$ cat config.mk
export PLATFORM = sky130hd
export DESIGN_NAME = mem_arbiter
export DESIGN_NICKNAME = d
export VERILOG_FILES = /design/src/rtl/mem_arbiter_pkg.sv /design/src/rtl/mem_arbiter_byte_seq.sv /design/src/rtl/mem_arbiter.sv
export SDC_FILE = /design/constraint.sdc
export NUM_CORES = 1
export LEC_CHECK = 0
export ABC_CLOCK_PERIOD_IN_PS = 3620
export CAP_MARGIN = 25
export CORE_MARGIN = 4
export CORE_UTILIZATION = 45
export CTS_CLUSTER_SIZE = 8
export DETAILED_ROUTE_END_ITERATION = 10
export PLACE_DENSITY = 0.86
export SLEW_MARGIN = 20
export SYNTH_ARGS = -nofsm -noshare
export SYNTH_HDL_FRONTEND = slang
export SYNTH_SLANG_ARGS = --single-unit
$ cat constraint.sdc
create_clock -name clk -period 3.62 [get_ports clk]
set_clock_uncertainty 0.1 [all_clocks]
set_input_delay 0.724 -clock clk [delete_from_list [all_inputs] [get_ports clk]]
set_output_delay 0.724 -clock clk [all_outputs]
set_load 0.01 [all_outputs]
$ cat src/rtl/mem_arbiter_pkg.sv
// Shared codes for the IF/MEM byte-wide memory arbiter: size codes, arbiter
// states, owner codes and small decode helpers.
package mem_arbiter_pkg;

  localparam logic [1:0] SIZE_B = 2'b00;
  localparam logic [1:0] SIZE_H = 2'b01;
  localparam logic [1:0] SIZE_W = 2'b10;

  typedef enum logic [1:0] {
    ARB_IDLE = 2'd0,
    ARB_RD   = 2'd1,
    ARB_WR   = 2'd2
  } arb_state_e;

  typedef enum logic {
    OWN_IF  = 1'b0,
    OWN_MEM = 1'b1
  } arb_own_e;

  // Size code 11 is treated as a word.
  function automatic logic [2:0] size_beats(input logic [1:0] size);
    logic [2:0] n;
    case (size)
      SIZE_B:  n = 3'd1;
      SIZE_H:  n = 3'd2;
      default: n = 3'd4;
    endcase
    return n;
  endfunction

  function automatic logic [7:0] lane_byte(input logic [31:0] data, input logic [1:0] lane);
    return data[{lane, 3'b000} +: 8];
  endfunction

endpackage

$ cat src/rtl/mem_arbiter_byte_seq.sv
// Byte beat sequencer: loaded with a base address and beat count, it steps the
// byte address (wrapping mod 2^ADDR_W) and flags the last and one-past-last beat.
module mem_arbiter_byte_seq #(
  parameter int unsigned ADDR_W = 32
) (
  input  logic              clk,
  input  logic              rst,
  input  logic              i_load,
  input  logic [ADDR_W-1:0] i_base,
  input  logic [2:0]        i_n,
  input  logic              i_adv,
  output logic [ADDR_W-1:0] o_addr,
  output logic [2:0]        o_beat,
  output logic              o_last,
  output logic              o_end
);

  logic [ADDR_W-1:0] r_addr;
  logic [2:0]        r_beat;
  logic [2:0]        r_n;

  always_ff @(posedge clk) begin
    if (rst) begin
      r_addr <= '0;
      r_beat <= 3'd0;
      r_n    <= 3'd0;
    end else if (i_load) begin
      r_addr <= i_base;
      r_beat <= 3'd0;
      r_n    <= i_n;
    end else if (i_adv) begin
      r_addr <= r_addr + {{(ADDR_W-1){1'b0}}, 1'b1};
      r_beat <= r_beat + 3'd1;
    end
  end

  assign o_addr = r_addr;
  assign o_beat = r_beat;
  assign o_last = (r_beat == r_n - 3'd1);
  assign o_end  = (r_beat == r_n);

endmodule

$ cat src/rtl/mem_arbiter.sv
// Single-port byte RAM arbiter between instruction fetch and load/store.
// Define MEM_ARB_ROUND_ROBIN_EN to alternate contested grants; otherwise MEM always wins.
module mem_arbiter
  import mem_arbiter_pkg::*;
#(
  parameter int unsigned ADDR_W = 32
) (
  input  logic              clk,
  input  logic              rst,
  input  logic              i_if_req,
  input  logic [ADDR_W-1:0] i_if_addr,
  input  logic              i_if_flush,
  output logic              o_if_done,
  output logic [31:0]       o_if_inst,
  input  logic              i_mem_req,
  input  logic              i_mem_we,
  input  logic [1:0]        i_mem_size,
  input  logic [ADDR_W-1:0] i_mem_addr,
  input  logic [31:0]       i_mem_wdata,
  output logic              o_mem_done,
  output logic [31:0]       o_mem_rdata,
  output logic              o_stallreq_if,
  output logic              o_stallreq_mem,
  output logic [ADDR_W-1:0] o_ram_addr,
  output logic              o_ram_we,
  output logic [7:0]        o_ram_dout,
  input  logic [7:0]        i_ram_din
);

  arb_state_e r_state, w_state_next;
  arb_own_e   r_own, w_own_next;
  logic [31:0] r_wdata, w_wdata_next;
  logic [31:0] r_buf, w_buf_next;
  logic [31:0] r_if_inst, w_if_inst_next;
  logic [31:0] r_mem_rdata, w_mem_rdata_next;
  logic        r_if_done, w_if_done_next;
  logic        r_mem_done, w_mem_done_next;
  logic        r_ram_we, w_ram_we_next;
  logic [7:0]  r_ram_dout, w_ram_dout_next;

  logic              w_seq_load, w_seq_adv;
  logic [ADDR_W-1:0] w_seq_base, w_seq_addr;
  logic [2:0]        w_seq_n, w_beat;
  logic              w_seq_last, w_seq_end;
  logic [1:0]        w_lane;
  logic              w_turn, w_if_ok, w_pick_mem, w_pick_if;

  mem_arbiter_byte_seq #(
    .ADDR_W (ADDR_W)
  ) u_byte_seq (
    .clk    (clk),
    .rst    (rst),
    .i_load (w_seq_load),
    .i_base (w_seq_base),
    .i_n    (w_seq_n),
    .i_adv  (w_seq_adv),
    .o_addr (w_seq_addr),
    .o_beat (w_beat),
    .o_last (w_seq_last),
    .o_end  (w_seq_end)
  );

  assign w_turn  = r_if_done | r_mem_done;
  assign w_if_ok = i_if_req & ~i_if_flush;
  // Read data for beat k lands while beat k+1 is addressed.
  assign w_lane  = w_beat[1:0] - 2'd1;

`ifdef MEM_ARB_ROUND_ROBIN_EN
  logic r_rr_if;
  logic w_contest;
  assign w_contest  = i_mem_req & w_if_ok;
  assign w_pick_mem = i_mem_req & ~(w_contest & r_rr_if);

  always_ff @(posedge clk) begin
    if (rst) begin
      r_rr_if <= 1'b0;
    end else if (r_state == ARB_IDLE && !w_turn && w_contest) begin
      r_rr_if <= w_pick_mem;
    end
  end
`else
  assign w_pick_mem = i_mem_req;
`endif
  assign w_pick_if = w_if_ok & ~w_pick_mem;

  always_comb begin
    w_state_next     = r_state;
    w_own_next       = r_own;
    w_wdata_next     = r_wdata;
    w_buf_next       = r_buf;
    w_if_inst_next   = r_if_inst;
    w_mem_rdata_next = r_mem_rdata;
    w_if_done_next   = 1'b0;
    w_mem_done_next  = 1'b0;
    w_ram_we_next    = 1'b0;
    w_ram_dout_next  = r_ram_dout;
    w_seq_load       = 1'b0;
    w_seq_adv        = 1'b0;
    w_seq_base       = i_if_addr;
    w_seq_n          = 3'd4;
    unique case (r_state)
      ARB_IDLE: begin
        if (!w_turn) begin
          if (w_pick_mem) begin
            w_seq_load   = 1'b1;
            w_seq_base   = i_mem_addr;
            w_seq_n      = size_beats(i_mem_size);
            w_own_next   = OWN_MEM;
            w_wdata_next = i_mem_wdata;
            w_buf_next   = '0;
            if (i_mem_we) begin
              w_state_next    = ARB_WR;
              w_ram_we_next   = 1'b1;
              w_ram_dout_next = i_mem_wdata[7:0];
            end else begin
              w_state_next = ARB_RD;
            end
          end else if (w_pick_if) begin
            w_seq_load   = 1'b1;
            w_own_next   = OWN_IF;
            w_buf_next   = '0;
            w_state_next = ARB_RD;
          end
        end
      end
      ARB_RD: begin
        if (r_own == OWN_IF && i_if_flush) begin
          w_state_next = ARB_IDLE;
        end else begin
          w_seq_adv = 1'b1;
          if (w_beat != 3'd0) begin
            w_buf_next[{w_lane, 3'b000} +: 8] = i_ram_din;
          end
          if (w_seq_end) begin
            w_state_next = ARB_IDLE;
            if (r_own == OWN_IF) begin
              w_if_done_next = 1'b1;
              w_if_inst_next = w_buf_next;
            end else begin
              w_mem_done_next  = 1'b1;
              w_mem_rdata_next = w_buf_next;
            end
          end
        end
      end
      ARB_WR: begin
        w_seq_adv = 1'b1;
        if (w_seq_last) begin
          w_state_next    = ARB_IDLE;
          w_mem_done_next = 1'b1;
        end else begin
          w_ram_we_next   = 1'b1;
          w_ram_dout_next = lane_byte(r_wdata, w_beat[1:0] + 2'd1);
        end
      end
      default: w_state_next = ARB_IDLE;
    endcase
  end

  always_ff @(posedge clk) begin
    if (rst) begin
      r_state     <= ARB_IDLE;
      r_own       <= OWN_IF;
      r_wdata     <= '0;
      r_buf       <= '0;
      r_if_inst   <= '0;
      r_mem_rdata <= '0;
      r_if_done   <= 1'b0;
      r_mem_done  <= 1'b0;
      r_ram_we    <= 1'b0;
      r_ram_dout  <= 8'd0;
    end else begin
      r_state     <= w_state_next;
      r_own       <= w_own_next;
      r_wdata     <= w_wdata_next;
      r_buf       <= w_buf_next;
      r_if_inst   <= w_if_inst_next;
      r_mem_rdata <= w_mem_rdata_next;
      r_if_done   <= w_if_done_next;
      r_mem_done  <= w_mem_done_next;
      r_ram_we    <= w_ram_we_next;
      r_ram_dout  <= w_ram_dout_next;
    end
  end

  assign o_if_done      = r_if_done;
  assign o_if_inst      = r_if_inst;
  assign o_mem_done     = r_mem_done;
  assign o_mem_rdata    = r_mem_rdata;
  assign o_stallreq_if  = i_if_req & ~r_if_done;
  assign o_stallreq_mem = i_mem_req & ~r_mem_done;
  assign o_ram_addr     = w_seq_addr;
  assign o_ram_we       = r_ram_we;
  assign o_ram_dout     = r_ram_dout;

endmodule

==> qor.csv <==
metric,value,unit
path_clk_slew,0.07,ns
final_cells,1416,
cp.required,3.88,ns
startpoint,u_byte_seq.o_beat[0]$_SDFFE_PP0P_,
drc,0,
seq_area_frac_synth,0.433,
post_drt_wl_per_cell,17.1,um
slew_headroom,0.433,
switching_share,0.288,
die_h,144,um
hold_ws,0.354,ns
min-delay-start,r_wdata[27]$_SDFFE_PP0P_,
synth_edf_count,0,
io_pins,221,
syn_inst,995,
fill_cells,1514,
syn_nets,1118,
syn_area,8320,um2
synth.ff_latch_count,180,
initial_core_util,0.460,
power.switching,1.43,mW
routed_wl,24.3,mm
register_area,3600,um2
grt_max_degree,108,
grtUsageMet2,0.376,
syn_to_final_growth,35.0,%
p_int,3.55,mW
grt_overflow,0,
arrival,3.14,ns
cts_resized,0,
drt.antenna.violating_nets,0,
gp_congestion,0.868,
postSynthAreaPerCell,8.36,um2
rsz0062_at_grt,false,
worst_setup_path_start_kind,flip-flop,
grtUsageMet1,0.316,
path_max_fanout,12,
routed_via_density,5.68,
yosys-top-cells-area,"dfxtp_1 43%, nand2_1 6.8%, a211oi_1 6.6%",
crit_type,reg -> reg,
p_leak,3.75,nW
finalCriticalPeriod,2.88,ns
nets,1296,
final-max-slew-violation-count,0,
drt_first_iter_violations,698,
htreeDepth,4,
synth_ff_type,dfxtp_1,
post-route-period-util,0.795,
dp.cells,1383,
grt_pass1_vias,7662,
yosys.area.top_type,dfxtp_1,
row_count,49,
postCtsSetupBuffers,0,
port_buffers,220,
cp-end-kind,flip-flop,
pwr_density_cell,443,nW/um2
tritoncts,yes,
p_clk_frac,0.354,
hold_path.class,reg -> reg,
grt.busiest_layer,met2,
drive_gt1_frac,0.0624,
fin_setup_tns,0,ns
die_w,144,um
drtPass1Iterations,5,
via_count,8044,
grt_pass1_wl,39.0,mm
p_seq_frac,0.450,
grt_antenna_before_repair,0,
clock.fmax,347,MHz
postCtsHoldBufs,0,
ys_async_sr_fraction,0,
place_hpwl,17.0,mm
cts.sinks,180,
numCtsBuffers,17,
clockBufferDepth,2,
tightest_slew,0.843,ns
yosys.area.top_type_share,0.433,
track_usage,0.233,
met3_usage,0.0486,
core,18100,um2
rr_startpoint,u_byte_seq.o_beat[0]$_SDFFE_PP0P_,
setup_viol,0,
combPwrFrac,0.195,
multiInputGateArea,4390,um2
clock_latency,0.43,ns
die_area,20700,um2
cts_root_buf,clkbuf_16,
synth_cell_type_count,52,
hold_viol_final,0,
cap_violations,0,
peakVddDrop,0.330,mV
synth_warnings,0,
status,"complete, no violations",
power by group through the flow:
stage | Clock, mW | Combinational [mW] | Sequential [mW]
6_report | 1.76 | 0.973 | 2.24
2_1_floorplan | 0 | 0.461 | 2.30
3_3_place_gp | 0 | 0.952 | 2.28
5_1_grt | 1.88 | 1.06 | 2.26
3_5_place_dp | 0 | 0.969 | 2.28
4_1_cts | 1.80 | 0.976 | 2.24
logic make-up (layout without fill, tap and decap cells):
logic type                 Yosys count  after routing  share of synthesized area
AOI/OAI and AO/OA                  247            247                      0.199
other                                0              1                          0
adders and majority gates           11             11                     0.0165
DFF                                180            180                      0.433
muxes                               21             21                     0.0378
and+or+nand+nor                    419            419                      0.241
xor gates and xnor gates            27             27                     0.0302
buffers and inverters               90            281                     0.0426
placed cells by master, fill, tap and decap left out, types with 7 or more instances in the layout:
master / count
clkdlybuf4s50_1: 219
a21oi_1: 73
nand4_1: 10
inv_1: 11
dfxtp_1: 180
a41oi_1: 7
nor3_1: 11
and3_1: 13
nand2_1: 149
ha_1: 11
o21ai_0: 10
a21boi_0: 23
mux2i_1: 10
clkbuf_16: 17
buf_4: 18
mux4_2: 8
xnor2_1: 22
a31oi_1: 17
a211oi_1: 73
a22oi_1: 23
nor2_1: 85
nor4_1: 21
nand3_1: 49
nor2b_1: 11
nand2b_1: 38
per-stage QoR:
step | utilization | setup WS, ns | total power [mW] | area, um2
after floorplan | - | 1.02 | 2.76 | 8320
after global placement | 0.590 | 0.581 | 3.23 | 10700
after detailed placement | 0.590 | 0.526 | 3.25 | 10700
after CTS | 0.621 | 0.753 | 5.01 | 11200
after global routing | 0.621 | 0.499 | 5.20 | 11200
final | 0.621 | 0.742 | 4.98 | 11200
sequential cells by signal, summed over array words and instances, names as in the netlist, 3 cells and up:
name and count:
u_byte_seq.r_n 3, r_buf 32, u_byte_seq.o_beat 3, o_mem_rdata 32
r_wdata 32, o_ram_dout 8, o_if_inst 32, u_byte_seq.o_addr 32
worst max-delay path: stages, from the launching register on:
cell and delay, ns:
dfxtp_1 0.55, inv_1 0.31, ha_1 0.43, nand2b_1 0.18, nor4_2 0.60, a22oi_1 0.28, nand2b_1 0.24, a21oi_1 0.13
layout make-up:
| cell class | instances | share of cell area |
|---|---|---|
| Inverter | 11 | 0.00368 |
| Sequential cell | 180 | 0.321 |
| Clock buffer | 20 | 0.0416 |
| Timing Repair Buffer | 238 | 0.209 |
| Multi-Input combinational cell | 725 | 0.391 |
| Tap cell | 229 | 0.0255 |
| Antenna cell | 1 | 0.000223 |
| Clock inverter | 12 | 0.00836 |
cells in the mapped netlist (2+ instances only):
cell type / count
nor4_1: 21
nand2b_1: 38
and2_1: 6
o21ai_0: 11
a22oi_1: 23
nand4_1: 10
o31a_1: 3
a311oi_1: 4
o21a_1: 2
o311a_1: 3
clkbuf_1: 54
mux2i_1: 10
nor3b_1: 2
a211oi_1: 73
nor4b_1: 2
xor2_1: 4
and3_1: 15
nor2_1: 85
and4_1: 4
a41oi_1: 7
a31oi_1: 17
xnor2_1: 22
o211a_1: 2
mux2_2: 3
nand2_1: 150
buf_1: 12
inv_1: 11
a21oi_1: 74
nor3_1: 11
buf_2: 13
nor4bb_1: 2
dfxtp_1: 180
mux4_2: 8
nor2b_1: 11
nand3_1: 49
a21boi_0: 23
or4_1: 2
ha_1: 11
or3_1: 4
worst paths after layout:
| check | endpoint | slack [ns] | cells past startpoint |
|---|---|---|---|
| worst min-delay path | r_wdata[27]$_SDFFE_PP0P_ | 0.35 | 2 |
| worst max-delay path | r_buf[23]$_SDFFE_PP0P_ | 0.74 | 7 |
| worst max register to register | r_buf[23]$_SDFFE_PP0P_ | 0.74 | 7 |
| worst min register to register | r_wdata[27]$_SDFFE_PP0P_ | 0.35 | 2 |
layer usage:
layer	vias up	routed length, um
met5	-	0
met3	32	1610
li1	3912	-
met1	3800	10700
met4	0	382
met2	300	11600
Power figures use the tool's default switching activity.
